<file path="config.mk">
export PLATFORM = sky130hd
export DESIGN_NAME = multisim_pull_downsizer
export DESIGN_NICKNAME = d
export VERILOG_FILES = /design/src/rtl/multisim_pull_downsizer.sv
export SDC_FILE = /design/constraint.sdc
export NUM_CORES = 1
export LEC_CHECK = 0
export CAP_MARGIN = 25
export CORE_MARGIN = 1
export CORE_UTILIZATION = 60
export CTS_CLUSTER_SIZE = 16
export DETAILED_ROUTE_END_ITERATION = 12
export GPL_TIMING_DRIVEN = 1
export PLACE_DENSITY = 0.82
export SLEW_MARGIN = 20
export SYNTH_ARGS = -nofsm -noshare
export SYNTH_HDL_FRONTEND = slang
export SYNTH_SLANG_ARGS = --single-unit
</file>
<file path="constraint.sdc">
create_clock -name clk -period 6.5 [get_ports clk]
set_clock_uncertainty 0.15 [all_clocks]
set_input_delay 0.65 -clock clk [delete_from_list [all_inputs] [get_ports clk]]
set_output_delay 0.65 -clock clk [all_outputs]
set_load 0.02 [all_outputs]
</file>
<file path="src/rtl/multisim_pull_downsizer.sv">
// Elastic FIFO stage that splits IN_WIDTH words from the multisim pull client into OUT_WIDTH beats.
// Define MULTISIM_DOWNSIZER_MSB_FIRST_EN to emit the most significant slice of each word first.
module multisim_pull_downsizer #(
    parameter int IN_WIDTH  = 64,
    parameter int OUT_WIDTH = 16,
    parameter int DEPTH     = 4
) (
    input  logic                         clk,
    input  logic                         rst,
    input  logic                         in_vld,
    output logic                         in_rdy,
    input  logic [IN_WIDTH-1:0]          in_data,
    output logic                         out_vld,
    input  logic                         out_rdy,
    output logic [OUT_WIDTH-1:0]         out_data,
    output logic [$clog2(DEPTH+1)-1:0]   fifo_level
);

    localparam int RATIO = IN_WIDTH / OUT_WIDTH;
    localparam int PTR_W = (DEPTH > 1) ? $clog2(DEPTH) : 1;
    localparam int IDX_W = (RATIO > 1) ? $clog2(RATIO) : 1;
    localparam int LVL_W = $clog2(DEPTH + 1);

    generate
        if ((OUT_WIDTH < 1) || (IN_WIDTH % OUT_WIDTH != 0) || (RATIO < 1)) begin : g_bad_ratio
            $fatal(1, "IN_WIDTH must be a positive integer multiple of OUT_WIDTH");
        end
        if ((DEPTH < 2) || ((DEPTH & (DEPTH - 1)) != 0)) begin : g_bad_depth
            $fatal(1, "DEPTH must be a power of 2 and at least 2");
        end
    endgenerate

    typedef logic [RATIO-1:0][OUT_WIDTH-1:0] word_t;

    logic [IN_WIDTH-1:0] mem_q [DEPTH];
    logic [IN_WIDTH-1:0] mem_d [DEPTH];
    logic [PTR_W-1:0]    wr_ptr_q, wr_ptr_d;
    logic [PTR_W-1:0]    rd_ptr_q, rd_ptr_d;
    logic [LVL_W-1:0]    count_q, count_d;
    logic [IDX_W-1:0]    idx_q, idx_d;

    logic                push;
    logic                pop_beat;
    logic                last_beat;
    logic                pop_word;
    word_t               head;
    logic [IDX_W-1:0]    beat_sel;

    always_comb begin
        in_rdy    = (count_q < LVL_W'(DEPTH));
        out_vld   = (count_q != '0);
        push      = in_vld && in_rdy;
        pop_beat  = out_vld && out_rdy;
        last_beat = (idx_q == IDX_W'(RATIO - 1));
        pop_word  = pop_beat && last_beat;

        mem_d    = mem_q;
        wr_ptr_d = wr_ptr_q;
        rd_ptr_d = rd_ptr_q;
        count_d  = count_q;
        idx_d    = idx_q;

        if (push) begin
            mem_d[wr_ptr_q] = in_data;
            wr_ptr_d        = wr_ptr_q + 1'b1;
        end

        if (pop_beat) begin
            if (last_beat) begin
                idx_d    = '0;
                rd_ptr_d = rd_ptr_q + 1'b1;
            end else begin
                idx_d = idx_q + 1'b1;
            end
        end

        // Push and final-beat pop together leave the occupancy unchanged.
        case ({push, pop_word})
            2'b10:   count_d = count_q + 1'b1;
            2'b01:   count_d = count_q - 1'b1;
            default: count_d = count_q;
        endcase

        head = mem_q[rd_ptr_q];
`ifdef MULTISIM_DOWNSIZER_MSB_FIRST_EN
        beat_sel = IDX_W'(RATIO - 1) - idx_q;
`else
        beat_sel = idx_q;
`endif
        out_data   = out_vld ? head[beat_sel] : '0;
        fifo_level = count_q;
    end

    always_ff @(posedge clk) begin
        if (rst) begin
            wr_ptr_q <= '0;
            rd_ptr_q <= '0;
            count_q  <= '0;
            idx_q    <= '0;
        end else begin
            wr_ptr_q <= wr_ptr_d;
            rd_ptr_q <= rd_ptr_d;
            count_q  <= count_d;
            idx_q    <= idx_d;
        end
    end

    // Storage needs no reset: nothing is visible until count marks it valid.
    always_ff @(posedge clk) begin
        mem_q <= mem_d;
    end

endmodule

</file>
==> out/summary.txt <==
DIE
--------------------------------------------------------------------------------
Die X-Extent                                                              134 µm
CORE AREA                                                             17,200 µm²
Overall die height                                                        134 µm
Floorplan die area                                                    18,100 µm²
Placement Rows                                                                48
Starting Density                                                           61.1%
Ports placed on the boundary                                                  89

CLOCK NETWORK
--------------------------------------------------------------------------------
CTS tree                                                                   built
PostCTS Resize Cnt                                                             0
Clock-pin slew on the worst setup and hold paths                           60 ps
CTS hold repair buffers                                                        0
CTS H-Tree Depth                                                               1
Clock tree root buffer cell                                         sky130_fd_sc_hd__clkbuf_16
Post-CTS setup buffer count                                                    0
Latest clock arrival within the worst-skew pair                           510 ps
Bufs on Longest Clock Path                                                     3
CTS Buf Count                                                                 26
Number of sinks on the clock net                                             265

ROUTE
--------------------------------------------------------------------------------
Post-DRT Antenna Nets                                                          0
Via density                                                                 6.34
Number of iterations in the first detailed-routing pass                        5
Vias after detailed routing                                                5,301
DRC marker count from the first detailed-route iteration                     530
WL/cell                                                                  25.6 µm
Detailed-route wire length                                             21,400 µm
Number of design rule violations left after detail routing                     0

CRITICAL PATH
--------------------------------------------------------------------------------
Register-to-register setup slack                                         3660 ps
Critical path cell sequence                                         buf_4 -> mux4_1 -> nand4b_1 -> nand4_1 -> clkdlybuf4s50_1
Critical path peak fanout                                                     48
Worst R2R Path Depth                                                           3
CP Data Arrival Time                                                     3490 ps
Cell count along the critical path                                             5
Slowest cell on crit path                                           sky130_fd_sc_hd__dfxtp_4
Largest stage delay, worst path                                           980 ps
Data required time of the critical path                                  5700 ps
Nature of the critical path startpoint                                      flop
Buffers & Inverters on Critical Path                                           2
FF-to-FF End                                                           mem_q[30]
WS Path Type                                                        flop to output port
Cell family contributing the most delay on the critical path        buffers and inverters
Worst Setup End Kind                                                 output port
Startpoint of the lowest-slack register-to-register path            fifo_level[2]

PLACED DESIGN
--------------------------------------------------------------------------------
DP Wirelength                                                          12,300 µm
Gp weighted congestion                                                     0.761
Placed insts                                                                 787
Buffers on Ports                                                              88

STA
--------------------------------------------------------------------------------
Part of the cycle the worst path needs                                     66.0%
Final TNS setup                                                             0 ps
Final max-slew violation count                                                 0
Number of endpoints with negative hold slack in the final report               0
# setup viols final                                                            0
Setup repair after global routing missed its margin                           no
Worst-margin pin slew                                                     944 ps
Final critical path time including I/O delays and setup                  4290 ps
Relative max-transition margin                                             37.0%
Max Clk Rate                                                             233 MHz

MIN PATH
--------------------------------------------------------------------------------
Launch instance of the worst min-delay path                          wr_ptr_q[0]
Sink of the worst hold path                                          wr_ptr_q[0]
Number of cells on the worst hold path                                         2
Min-delay worst type                                                flop to flop

GLOBAL ROUTING
--------------------------------------------------------------------------------
Wire length of the first global-routing pass                           31,900 µm
Number of antenna violations at the first check in global routing              0
Maximum number of pins on one net before global-route repair                  55
Global Route Usage Sum                                                     24.3%
Leftover overflow at the end of global routing                                 0
Number of global-route vias before repair                                  5,439

SYNTHESIS
--------------------------------------------------------------------------------
Post-synthesis async set-or-reset flop share                                  0%
Post-Syn Area                                                         10,500 µm²
Share of the synthesized area in the top cell type                         73.0%
Most frequently used flop master after synthesis                    sky130_fd_sc_hd__edfxtp_1
Post-synthesis net count                                                     573
Mean cell area of the mapped netlist                                    21.1 µm²
Post-synthesis cell type with the largest combined area             sky130_fd_sc_hd__edfxtp_1
Flop and latch count out of synthesis                                        265
Proportion of synthesized chip area in sequential cells                    74.7%
Unique masters post-synth                                                     39
Synth Warn #                                                                   0
Number of instances in the synthesized netlist                               498
Post-synth EDFFs                                                             256
Area contributors post-synth                                        sky130_fd_sc_hd__edfxtp_1 (73%), sky130_fd_sc_hd__mux4_2 (12%), sky130_fd_sc_hd__dfxtp_1 (1.7%), sky130_fd_sc_hd__nand4bb_1 (1.6%), sky130_fd_sc_hd__nand4b_1 (1.2%)

CELLS AND AREA
--------------------------------------------------------------------------------
Growth of design area from synthesis to finish                             18.5%
Antenna Cells                                                                  0
Share of post-route cells with drive strength above 1                      19.0%
Post-layout net count                                                        666
Post-route insts no fill                                                     836

POWER
--------------------------------------------------------------------------------
Power Dens Cells                                                      313 nW/µm²
Leakage component of the power                                           3.90 nW
Overall power of the completed layout                                    3.90 mW
Maximum vdd ir drop                                                     0.247 mV

OUTCOME
--------------------------------------------------------------------------------
Run status                                                          complete, no violations

JOB
--------------------------------------------------------------------------------
Number of maximum-capacitance constraint violations                            0

## worst register-to-register path: cells and delay by family, from the launching register on
family	cells	cell delay (ps)
flip-flops	1	430
AND/OR/NAND/NOR	2	1260
buffers and inverters	1	620
## final cells by class
cell class	count	area, µm²
Fill cell	929	4760
Sequential cell	265	7870
Clock buffer	30	687
Clock inverter	18	256
Inverter	9	33.8
Multi-Input combinational cell	193	2400
Timing Repair Buffer	96	948
Tap cell	225	282
## report_power, final
group	switching [mW]	internal, mW	total (mW)
registers	0.0249	1.96	1.99
clock network	0.593	1.03	1.62
logic	0.163	0.127	0.290
total	0.781	3.12	3.90
## worst max-delay path by stage
stage | startpoint | end | slack, ps
3_3_place_gp | rd_ptr_q[0] | out_data[0] | 2660
5_1_grt | rd_ptr_q[0] | out_data[13] | 1990
2_1_floorplan | in_vld | mem_q[0] | 3390
4_1_cts | rd_ptr_q[0] | out_data[0] | 2130
3_5_place_dp | rd_ptr_q[0] | out_data[0] | 2660
6_report | rd_ptr_q[0] | out_data[0] | 2210
## Yosys cell counts (all sizes together) (3+ instances only)
master,n
nand4,15
edfxtp,256
dfxtp,9
a21oi,5
nor2,8
clkbuf,12
nand4bb,15
nand2b,3
nand4b,15
mux4,61
or3,4
inv,9
mux2,5
nand2,18
nand3b,15
ha,6
buf,19
and2,4
## sequential cells by signal, summed over array words and instances, names as in the netlist
signal / count
mem_q: 256
rd_ptr_q: 2
fifo_level: 3
wr_ptr_q: 2
beat_sel: 2
## metal layers
layer	global-route usage, %	wire [µm]	up-vias
li1	-	-	2269
met2	38.7	10600	286
met4	6.74	373	0
met1	35.7	8810	2722
met5	0	0	-
met3	3.98	1610	24
## per-stage QoR
step	area (µm²)	hold slack (ps)	util, %	setup WS [ps]
CTS	12500	443	72.3	2130
global placement	11500	378	66.8	2660
detailed placement	11500	419	66.8	2660
global route	12500	465	72.4	1990
floorplan	10500	364	-	3390
finish	12500	442	72.4	2210
## cell families (layout without fill, tap and decap cells)
group / count (synthesis) / count (layout) / share of synthesized area (%)
adder cells (fa/ha/maj): 7 / 7 / 0.903
AO/OA/AOI/OAI: 15 / 15 / 1.05
XOR/XNOR: 4 / 4 / 0.333
multiplexers: 68 / 68 / 13.9
AND/OR/NAND/NOR: 99 / 99 / 6.55
flip-flops: 265 / 265 / 74.7
buffers and inverters: 40 / 153 / 2.52
## cell usage in the layout (no fill, tap or decap), drive strengths merged, types with 6 or more instances in the layout
master and instances:
edfxtp 256, clkdlybuf4s50 88, mux4 61, clkbuf 30, nand2 18, nand3b 15
nand4bb 15, nand4b 15, nand4 15, clkinv 11, inv 9, dfxtp 9
nor2 8, buf 8, bufinv 7, ha 6
Note: power is estimated with default switching activity, not from simulation.
